[src/rtl/hazard_ctrl_pkg.sv]
// hazard_ctrl_pkg: shared state encoding and register constants for the hazard controller
//   ST_RUN      - normal issue; load-use, branch and mul/div entry are evaluated here
//   ST_MD_BUSY  - a multi-cycle mul/div owns EX and the front end is frozen
//   REG_ZERO    - architectural zero register; never a real data dependency
package hazard_ctrl_pkg;

    typedef enum logic {
        ST_RUN     = 1'b0,
        ST_MD_BUSY = 1'b1
    } state_t;

    localparam logic [4:0] REG_ZERO = 5'd0;

    // A load in EX produces its value too late for the instruction in ID to consume.
    function automatic logic load_use(
        input logic       mem_read,
        input logic [4:0] ex_rt,
        input logic [4:0] id_rs,
        input logic [4:0] id_rt,
        input logic       uses_rt
    );
        return mem_read && ex_rt != REG_ZERO &&
               (ex_rt == id_rs || (uses_rt && ex_rt == id_rt));
    endfunction

endpackage

[src/rtl/hazard_ctrl.sv]
// hazard_ctrl: ID/EX hazard controller for load-use stalls, branch flushes and mul/div freezes
//   clk, rst_n          - clock and synchronous active-low reset
//   IFIDRs/IFIDRt       - source fields of the instruction in ID; IDUsesRt qualifies rt
//   IDEXRt/IDEXMemRead  - destination and load flag of the instruction in EX
//   IDEXMulDiv          - EX instruction is a multi-cycle mul/div
//   EXBranchTaken       - branch in EX resolved taken
//   PCWrite/IFIDWrite/IDEXWrite        - pipeline register enables
//   IFIDFlush/IDEXFlush/EXMEMBubble    - pipeline register flush/bubble controls
//   mdBusy              - controller is in the mul/div busy state
//   stallCount          - saturating count of cycles with PCWrite low
module hazard_ctrl
    import hazard_ctrl_pkg::*;
#(
    parameter int MD_LATENCY = 4,
    parameter int CNT_W      = 16
) (
    input  logic             clk,
    input  logic             rst_n,
    input  logic [4:0]       IFIDRs,
    input  logic [4:0]       IFIDRt,
    input  logic             IDUsesRt,
    input  logic [4:0]       IDEXRt,
    input  logic             IDEXMemRead,
    input  logic             IDEXMulDiv,
    input  logic             EXBranchTaken,
    output logic             PCWrite,
    output logic             IFIDWrite,
    output logic             IFIDFlush,
    output logic             IDEXWrite,
    output logic             IDEXFlush,
    output logic             EXMEMBubble,
    output logic             mdBusy,
    output logic [CNT_W-1:0] stallCount
);

    localparam int             MDW     = $clog2(MD_LATENCY) + 1;
    localparam logic [MDW-1:0] MD_LAST = MDW'(MD_LATENCY - 1);
    // A single-cycle mul/div never needs to freeze the pipe.
    localparam bit             MD_EN   = MD_LATENCY > 1;

    state_t         state, state_nxt;
    logic [MDW-1:0] md_cnt, md_cnt_nxt;
    logic           lu;

    assign lu = load_use(IDEXMemRead, IDEXRt, IFIDRs, IFIDRt, IDUsesRt);

    always_ff @(posedge clk) begin
        if (!rst_n) begin
            state      <= ST_RUN;
            md_cnt     <= '0;
            stallCount <= '0;
        end else begin
            state      <= state_nxt;
            md_cnt     <= md_cnt_nxt;
            stallCount <= (!PCWrite && stallCount != '1) ? stallCount + 1'b1 : stallCount;
        end
    end

    always_comb begin
        state_nxt   = state;
        md_cnt_nxt  = md_cnt;
        PCWrite     = 1'b1;
        IFIDWrite   = 1'b1;
        IFIDFlush   = 1'b0;
        IDEXWrite   = 1'b1;
        IDEXFlush   = 1'b0;
        EXMEMBubble = 1'b0;
        mdBusy      = rst_n && state == ST_MD_BUSY;
        if (!rst_n) begin
            // Keep the whole pipe empty and frozen until reset is released.
            PCWrite     = 1'b0;
            IFIDWrite   = 1'b0;
            IFIDFlush   = 1'b1;
            IDEXFlush   = 1'b1;
            EXMEMBubble = 1'b1;
        end else if ((state == ST_RUN && IDEXMulDiv && MD_EN) ||
                     (state == ST_MD_BUSY && md_cnt != MD_LAST)) begin
            // Freeze everything upstream of EX; branches in EX are not yet meaningful.
            PCWrite     = 1'b0;
            IFIDWrite   = 1'b0;
            IDEXWrite   = 1'b0;
            EXMEMBubble = 1'b1;
            state_nxt   = ST_MD_BUSY;
            md_cnt_nxt  = state == ST_RUN ? MDW'(1) : md_cnt + 1'b1;
        end else begin
            // RUN without a new mul/div, or the release cycle where the held
            // instruction still shows IDEXMulDiv and must not re-trigger.
            state_nxt  = ST_RUN;
            md_cnt_nxt = '0;
            if (EXBranchTaken) begin
                // The instruction that would stall is on the wrong path anyway.
                IFIDFlush = 1'b1;
                IDEXFlush = 1'b1;
            end else if (lu) begin
                PCWrite   = 1'b0;
                IFIDWrite = 1'b0;
                IDEXFlush = 1'b1;
            end
        end
    end

endmodule

[config.mk]
export PLATFORM = sky130hd
export DESIGN_NAME = hazard_ctrl
export DESIGN_NICKNAME = d
export VERILOG_FILES = /design/src/rtl/hazard_ctrl_pkg.sv /design/src/rtl/hazard_ctrl.sv
export SDC_FILE = /design/constraint.sdc
export NUM_CORES = 1
export LEC_CHECK = 0
export CAP_MARGIN = 15
export CORE_MARGIN = 3
export CORE_UTILIZATION = 25
export DETAILED_ROUTE_END_ITERATION = 10
export PLACE_DENSITY = 0.62
export SLEW_MARGIN = 10
export SYNTH_ARGS = -nofsm -noshare
export SYNTH_HDL_FRONTEND = slang
export SYNTH_SLANG_ARGS = --single-unit
[constraint.sdc]
create_clock -name clk -period 2.67 [get_ports clk]
set_input_delay 0.4005 -clock clk [delete_from_list [all_inputs] [get_ports clk]]
set_output_delay 0.4005 -clock clk [all_outputs]
set_load 0.01 [all_outputs]
======== Word-level counts from Yosys, hierarchy flattened ========
Cells that the tools add are included.
word-level totals
  input port bits ......................... 21
  output and inout bits ................... 23
  word-level logic and storage cells ...... 40
  bits in registers ....................... 20
cells by class
  eq/ne operators ......................... 4
  reduce and logical (&&, ||, !) cells .... 13
  $add $sub $neg .......................... 2
  bitwise gates (word level) .............. 1
  mux-type cells .......................... 16
operators with widths
  operator               count
  $add 16x1->16 const B  1
  $mux 1                 16
  $ne 16x16->1 const B   1
  $eq 5x5->1             2
  $logic_and 1x1->1      7
  $reduce_bool 5->1      1
  $add 3x1->3 const B    1
  $ne 3x2->1 const B     1
  $reduce_and 3->1       1
  $logic_or 1x1->1       2
  $reduce_and 2->1       1
  $logic_not 1->1        1
  $not 1->1              1

======== Depth between registers and ports, before layout ========
Gate-level depths: netlist of the first run.
  depth after elaboration ................. 10
  mapped depth ............................ 10
  mapped depth without buffers ............ 8

======== Worst setup path after synthesis of the first run ========
No wires, ideal clock.
  kind .................................... input to output
  start point ............................. in IDEXRt[1]
  end point ............................... out PCWrite
  path buffers ............................ 1
  stages on the path ...................... 5
  required time ........................... 2,270 ps
  path slack .............................. 517 ps
  arrival time ............................ 1,752 ps
  path through ............................ or4_1 o21ai_2 nor2_1 a21oi_1 buf_4
between the ends
  word-level cells in the longest chain between the ends .. 8
  elaborated cells on any way between the ends .. 11
  classes of those cells .................. eq/ne (2); mux (4); reduce/logical (5)
ends and longest elaborated chain
  what                   line                   text
  start, declared        hazard_ctrl.sv:22      input logic [4:0] IDEXRt,
  $eq 5x5->1             hazard_ctrl_pkg.sv:23  (ex_rt == id_rs || (uses_rt && ex_rt == id_rt));
  $logic_and 1x1->1      hazard_ctrl_pkg.sv:23
  $logic_or 1x1->1       hazard_ctrl_pkg.sv:23
  $logic_and 1x1->1 *    hazard_ctrl_pkg.sv:22  return mem_read && ex_rt != REG_ZERO &&
  $mux 1 * (4 in a row)  n/a
  end, declared          hazard_ctrl.sv:26      output logic PCWrite,
Every way passes the cells marked *; elsewhere a longest branch is shown, timed or not.

======== Worst setup path after layout of the first run ========
  start point ............................. in IDEXRt[1]
  end point ............................... out IDEXFlush
between the ends
  word-level cells in the longest chain between the ends .. 8
  elaborated cells on any way between the ends .. 11
  classes of those cells .................. eq/ne (2); mux (4); reduce/logical (5)
ends and longest elaborated chain
  what                 line                   text
  $eq 5x5->1           hazard_ctrl_pkg.sv:23
  $logic_and 1x1->1    hazard_ctrl_pkg.sv:23
  $logic_or 1x1->1     hazard_ctrl_pkg.sv:23
  $logic_and 1x1->1 *  hazard_ctrl_pkg.sv:22
  $mux 1 *             hazard_ctrl.sv:94      end else if (lu) begin
  $mux 1 *             hazard_ctrl.sv:90      if (EXBranchTaken) begin
  $mux 1 *             hazard_ctrl.sv:76      end else if ((state == ST_RUN && IDEXMulDiv && MD_EN) ||
  $mux 1 *             hazard_ctrl.sv:69      if (!rst_n) begin
  end, declared        hazard_ctrl.sv:30      output logic IDEXFlush,
Marks and branches as above.

==> results of run 1 <==
kinds of logic (layout without fill, tap and decap cells):
kind of cell | Yosys count | after routing | share of synthesized area
xor+xnor | 11 | 11 | 0.0848
buf+inv | 12 | 66 | 0.0639
fa+ha+maj | 3 | 3 | 0.0330
mux | 3 | 3 | 0.0264
flops | 20 | 20 | 0.352
simple gates | 59 | 59 | 0.269
compound gates | 32 | 32 | 0.171
power breakdown:
group	leakage (nW)	internal, mW	switching, mW
logic	0.398	0.0787	0.0544
registers	0.162	0.306	0.00918
clock network	0.0288	0.131	0.104
total	0.589	0.516	0.167
cell usage in the layout, fill, tap and decap left out, drive strengths merged:
| cell | instances |
|---|---|
| xor2 | 1 |
| clkdlybuf4s50 | 40 |
| clkbuf | 4 |
| o21ai | 8 |
| mux2i | 3 |
| nor3 | 4 |
| o22ai | 1 |
| nor3b | 1 |
| o31a | 1 |
| nor2 | 9 |
| or4 | 5 |
| o41ai | 1 |
| o211ai | 1 |
| nor4 | 2 |
| or3 | 6 |
| ha | 3 |
| dlygate4sd2 | 3 |
| o31ai | 4 |
| dfxtp | 20 |
| a21oi | 14 |
| xnor2 | 10 |
| and3 | 1 |
| nand2 | 12 |
| inv | 7 |
| o21a | 1 |
| and2 | 1 |
| a21boi | 1 |
| nand3 | 11 |
| nand4 | 4 |
| nand2b | 3 |
| buf | 12 |
how the worst max path moves through the flow:
stage                     slack (ps)      start         to
final                            190  IDEXRt[1]  IDEXFlush
after CTS                        190  IDEXRt[1]  IDEXFlush
after floorplan                  520  IDEXRt[1]    PCWrite
after global routing              20  md_cnt[0]  IDEXWrite
after global placement          -110  IDEXRt[1]  IFIDWrite
after detailed placement        -160  IDEXRt[1]  IFIDWrite
sequential cells by signal, indices dropped and copies added (netlist names):
register    flops
state           1
stallCount     16
md_cnt          3
routing by layer:
metal / GRT usage / up-vias / share of wire
met5: 0 / - / 0
met4: 0.0423 / 0 / 0.014
met3: 0.0410 / 4 / 0.086
met2: 0.181 / 38 / 0.44
met1: 0.143 / 529 / 0.46
li1: - / 619 / -
final cells by class:
cell class              instances  area share
clock buffers                   4      0.0319
inverters                       7      0.0152
multi-input cells             108       0.386
flip-flops and latches         20       0.232
well taps                      50      0.0362
repair buffers                 55       0.299
what timing repair did:
| action | 4_1_cts | 5_1_grt |
|---|---|---|
| gates resized for setup | 4 | 0 |
| endpoints found under the hold margin | 0 | 0 |
| setup endpoints to repair | 3 | 0 |
| buffers inserted | 0 | 0 |
| hold buffers | 0 | 0 |
stage by stage:
stage / cells / cell area (sq um)
5_1_grt: 244 / 1730
4_1_cts: 244 / 1730
3_5_place_dp: 240 / 1670
2_1_floorplan: 140 / 1140
6_report: 244 / 1730
3_3_place_gp: 240 / 1670
==> out/results.tsv, run 1 <==
metric	value	unit
period_needed	2480	ps
crit_family	buffers and inverters	
yosys-top-cells-count	20 x dfxtp_1, 13 x a21oi_1, 12 x nand2_1, 11 x nand3_1, 10 x xnor2_1	
max-vdd-ir-drop	0.150	mV
num_vias	1190	
overflow	0	
synth.top_cells.by_area	dfxtp_1 35%, xnor2_1 7.7%, a21oi_1 5.7%, nand3_1 4.8%, nand2_1 4.0%	
post-dp-hpwl	2330	microns
grt_pass1_vias	1166	
cts_buffers	3	
worstPathMaxFanout	2	
r2r_end	stallCount[1]	
nNetsFinal	219	
slowest_delay	540	ps
syn_area	0.00114	sq mm
clock_path_buffers	2	
setup_ws	189	ps
ant_nets	0	
antenna_cells	0	
critPathBufInv	3	
fin_util	0.411	
hold_end	md_cnt[0]	
synth-main-ff-cell	dfxtp_1	
synthCells	140	
drv_cap	0	
slew_viol_final	0	
cts_tree	built	
hp-start	md_cnt[0]	
r2r_start	stallCount[0]	
multi_input_area	667	sq um
die_y	73.4	microns
insertion_delay	260	ps
worst_slew_pin_slew	421	ps
outcome	finished, final reports clean	
grt_antenna_before_repair	0	
grt_use_total	0.114	
worst-path-stages	7	
clk_pin_slew	70	ps
startpoint_type	primary input	
die_x	73.4	microns
htreeDepth	1	
pin_count	44	
worst_ep_required_time	2270	ps
fmax	0.403	GHz
wl	2840	microns
synth_edf_count	0	
slew_headroom	0.717	
hold_path_class	flop to flop	
root_buffer	clkbuf_8	
final_hold_viol_count	0	
reg2reg_depth	8	
numClockSinks	20	
synth_top_area_cell	dfxtp_1	
first_iter_violations	42	
async_flop_share	0	
place_ws	-165	ps
synthesis.nets	164	
dieArea	0.00539	sq mm
period_share	0.929	
critical_path_class	primary input to output port	
gp_congestion	0.689	
drive_gt1_frac	0.0979	
reg2reg_slack	550	ps
core_area	0.00420	sq mm
hold_slack	440	ps
grt_first_pass_wirelength	4930	microns
p_leak	0.589	nW
critPathArrivalTime	2080	ps
yosysMostFrequentCell	dfxtp_1	
p_total	0.684	mW
setup_viol	0	
post-route-drc-count	0	
synth_cell_types	33	
setup_tns	0	ps
grt_max_degree	13	
vias_per_cell	4.88	
start_util	0.270	
hold_depth	1	
ys_ff_latch	20	
wl_per_cell	11.6	microns
seq_area_frac_synth	0.352	
first_pass_iters	4	
synth_top_area_frac	0.352	
rows	23	
ys_warn_count	0	
finClkSkew	5.29	ps
rsz0062_at_grt	false	
avgSynthCellArea	8.11	sq um
fillCellCount	438	
area_delta_synth_final	52.1	%
powerDensity	396	mW/mm^2
slowest_stage	or4_1	
cp-end-kind	output port	
path_cells	clkdlybuf4s50_1 > or4_1 > o21ai_2 > buf_4 > nand2b_1 > a21oi_1 > dlygate4sd2_1	
seqCellArea	400	sq um
io_buffers	43	
No activity file was read; power rests on OpenSTA's default activity.
==> run 2: changes to the inputs <==
--- a/config.mk
+++ b/config.mk
@@ -9,4 +9,5 @@
 export CORE_MARGIN = 3
 export CORE_UTILIZATION = 25
+export CTS_BUF_LIST = sky130_fd_sc_hd__clkbuf_16
 export DETAILED_ROUTE_END_ITERATION = 10
 export PLACE_DENSITY = 0.62
==> constraint.sdc (replaced) <==
create_clock -name clk -period 2.67 [get_ports clk]
set_input_delay 0.4005 -clock clk [delete_from_list [all_inputs] [get_ports clk]]
set_output_delay 0.4005 -clock clk [all_outputs]
set_load 0.05 [all_outputs]
==> run 2 against run 1 <==
Against the previous run:
- combinational power rose by 33%
- critical path depth is 1 lower
- critical path type unchanged
- sequential power barely moved
- largest cell class unchanged
==> out/results.tsv, run 2 (synthesis results as in run 1) <==
metric	value	unit
worst_ep_required_time	2270	ps
cts_tree	built	
ant_nets	0	
slew_viol_final	0	
dpl.cell_count	232	
first_iter_violations	60	
nNetsFinal	211	
root_buffer	clkbuf_16	
post-route-drc-count	0	
grt_first_pass_wirelength	4840	microns
setup_ws	125	ps
pin_count	44	
num_vias	1145	
top_regs	stallCount (16), md_cnt (3), state (1)	
drv_cap	0	
overflow	0	
rows	23	
wl	2830	microns
powerDensity	462	mW/mm^2
max-vdd-ir-drop	0.206	mV
setup_tns	0	ps
dieArea	0.00539	sq mm
startpoint_type	primary input	
clkPwrFrac	0.387	
clk_pin_slew	50	ps
period_share	0.953	
grt_use_total	0.116	
grt_max_degree	13	
die_y	73.4	microns
p_leak	0.580	nW
post-dp-hpwl	2250	microns
routed.top_layer	met4	
clock_path_buffers	2	
fmax	0.393	GHz
io_buffers	43	
cp-end-kind	output port	
die_x	73.4	microns
worstPathMaxFanout	3	
htreeDepth	1	
seqPwrFrac	0.393	
cts_hold_buf	0	
hold_path_class	flop to flop	
drive_gt1_frac	0.0914	
critPathArrivalTime	2140	ps
setup_viol	0	
power_switching	0.214	mW
grt_pass1_vias	1108	
cts_resized	0	
p_total	0.804	mW
start_util	0.270	
outcome	finished, final reports clean	
switching_share	0.266	
wl_met3	245	microns
p_int	0.590	mW
place_ws	88.6	ps
post_cts_buffers	0	
gp_congestion	0.727	
largest-register	stallCount	
finalNonFillerCells	236	
insertion_delay	250	ps
slew_headroom	0.665	
period_needed	2540	ps
rsz0062_at_grt	false	
worst_slew_pin_slew	501	ps
mostFrequentLayoutCell	clkdlybuf4s50_1	
largest_reg_flops	16	
grt_antenna_before_repair	0	
wl_per_cell	12.0	microns
drt-met1-wl	1300	microns
antenna_cells	0	
critical_path_class	primary input to output port	
first_pass_iters	5	
vias_per_cell	4.85	
finClkSkew	4.40	ps
numClockSinks	20	
core_area	0.00420	sq mm
cts_buffers	3	
final_cell_mix	36 x clkdlybuf4s50_1, 20 x dfxtp_1, 12 x nand2_1, 12 x a21oi_1, 11 x nand3_1	
final_hold_viol_count	0	
combPwrFrac	0.220	
wl_met2	1220	microns
area_delta_synth_final	53.2	%
run 2: worst paths after layout:
check	startpoint	end	slack, ps	depth (start not counted)
worst min-delay path	md_cnt[0]	md_cnt[0]	450	1
worst max-delay path	IDEXRt[1]	PCWrite	130	6
worst min register to register	md_cnt[0]	md_cnt[0]	450	1
worst max register to register	stallCount[0]	stallCount[1]	520	8
run 2: worst max-delay path, stage by stage:
cell and delay [ps]:
clkdlybuf4s50_1 470, or4_1 560, o21ai_2 160, nor2_1 70, a21oi_2 310, buf_12 180
run 2: per-stage QoR:
step	hold slack [ps]	util	cell area [sq um]
floorplan	419	-	1140
global placement	441	0.395	1660
detailed placement	447	0.395	1660
CTS	455	0.414	1740
global route	479	0.414	1740
finish	447	0.414	1740
run 2: final cells by class:
type	count	area, sq um
clock buffers	3	75.1
fillers	430	2460
clock inverters	1	3.75
inverters	7	26.3
flip-flops and latches	20	400
multi-input cells	108	667
repair buffers	47	505
well taps	50	62.6
run 2: power by group through the flow:
stage               combinational, mW  clock (mW)  sequential, mW
finish                          0.177       0.311           0.316
global route                    0.190       0.330           0.318
CTS                             0.180       0.319           0.316
detailed placement              0.179           0           0.323
global placement                0.178           0           0.323
floorplan                      0.0808           0           0.339
run 2: routing by layer:
metal,up-vias,GRT usage
li1,602,-
met1,502,0.138
met2,37,0.184
met3,4,0.0397
met4,0,0.0604
met5,-,0
==> run 3: changes to the inputs <==
clock period = 3 ns   (was 2.67 ns; I/O delays follow)
==> run 3 against run 2 <==
Against the previous run:
- non-clock buffer count did not move
- register-to-register slack improved by 330 ps
- wire length is 3.1% higher
- clock skew decreased by 1.7 ps
- count of clock-buffer cells in the layout unchanged
- combinational power decreased by 10%
- critical endpoint unchanged
- largest power group unchanged
==> out/results.tsv, run 3 (synthesis results as in run 1) <==
metric	value	unit
finClkSkew	2.69	ps
period_share	0.917	
cts_buffers	3	
fin_area	0.00174	sq mm
p_total	0.713	mW
final_cell_mix	38 x clkdlybuf4s50_1, 20 x dfxtp_1, 12 x nand2_1, 12 x a21oi_1, 11 x nand3_1	
critPathBufInv	2	
wl	2910	microns
vias_per_cell	5.04	
core_area	0.00420	sq mm
num_vias	1184	
grt_first_pass_wirelength	4900	microns
outcome	finished, final reports clean	
grt_antenna_before_repair	0	
numClockSinks	20	
post_cts_buffers	0	
antenna_cells	0	
slowest_stage	or4_1	
drive_gt1_frac	0.0811	
dieArea	0.00539	sq mm
post-dp-hpwl	2320	microns
rows	23	
rsz0062_at_grt	false	
worst_ep_required_time	2550	ps
startpoint_type	primary input	
top_regs	stallCount (16), md_cnt (3), state (1)	
die_y	73.4	microns
die_x	73.4	microns
largest-register	stallCount	
fmax	0.363	GHz
drv_cap	0	
worst_slew_pin_slew	511	ps
io_buffers	43	
grt_use_total	0.114	
dpl_cell_area	0.00167	sq mm
worstPathMaxFanout	7	
powerDensity	410	mW/mm^2
area_delta_synth_final	53.3	%
grt_max_degree	14	
post-route-drc-count	0	
first_pass_iters	4	
pin_count	44	
setup_viol	0	
slew_headroom	0.658	
p_leak	0.576	nW
path_cells	clkdlybuf4s50_1 > or4_1 > o21ai_2 > nor2_1 > a21oi_2 > buf_12	
htreeDepth	1	
cts_tree	built	
gp_congestion	0.715	
grt_pass1_vias	1142	
slowest_delay	550	ps
start_util	0.270	
nNetsFinal	211	
final_hold_viol_count	0	
clk_pin_slew	50	ps
clock_path_buffers	2	
slew_viol_final	0	
period_needed	2750	ps
insertion_delay	250	ps
mostFrequentLayoutCell	clkdlybuf4s50_1	
setup_tns	0	ps
wl_per_cell	12.4	microns
root_buffer	clkbuf_16	
critical_path_class	primary input to output port	
cp-end-kind	output port	
crit_family	buffers and inverters	
cts_hold_buf	0	
max-vdd-ir-drop	0.150	mV
ant_nets	0	
first_iter_violations	24	
cts_resized	0	
largest_reg_flops	16	
overflow	0	
hold_path_class	flop to flop	
critPathArrivalTime	2300	ps
==> run 3: changes by cell type in the layout (fill, tap and decap cells not counted) <==
cell	before	now
buf_4	6	4
clkinv_1	1	0
clkdlybuf4s50_1	36	38
==> run 3: path summary, 6_finish.rpt <==
check | from | endpoint | slack [ps] | cells after the start
hold / removal | md_cnt[0] | md_cnt[0] | 460 | 1
hold reg to reg | md_cnt[0] | md_cnt[0] | 460 | 1
setup reg to reg | md_cnt[0] | stallCount[15] | 850 | 9
setup / recovery | IDEXRt[1] | PCWrite | 250 | 6
==> run 3: power breakdown <==
part           switching, mW  internal, mW
logic                 0.0835        0.0753
registers            0.00837         0.273
clock network         0.0973         0.176
==> run 3: per-stage QoR <==
step,setup WS (ps),hold WS (ps),instances,utilization
floorplan,384,419,140,-
global placement,245,445,232,0.397
detailed placement,242,451,232,0.397
CTS,231,460,235,0.415
global route,148,480,235,0.415
finish,248,456,235,0.415
==> run 3: layout make-up <==
cell class	instances	area, sq um
inverter	7	26.3
tap	50	62.6
multi-input combinational	108	667
fill	453	2460
sequential	20	400
clock buffer	3	75.1
timing repair buffer	47	510
==> run 3: metal layers <==
metal | up-vias | part of all wire | routed length, microns | global-route usage
met3 | 4 | 0.087 | 253 | 0.0383
met4 | 0 | 0.016 | 46 | 0.0483
li1 | 598 | - | - | -
met5 | - | 0 | 0 | 0
met1 | 535 | 0.44 | 1280 | 0.133
met2 | 47 | 0.46 | 1340 | 0.191
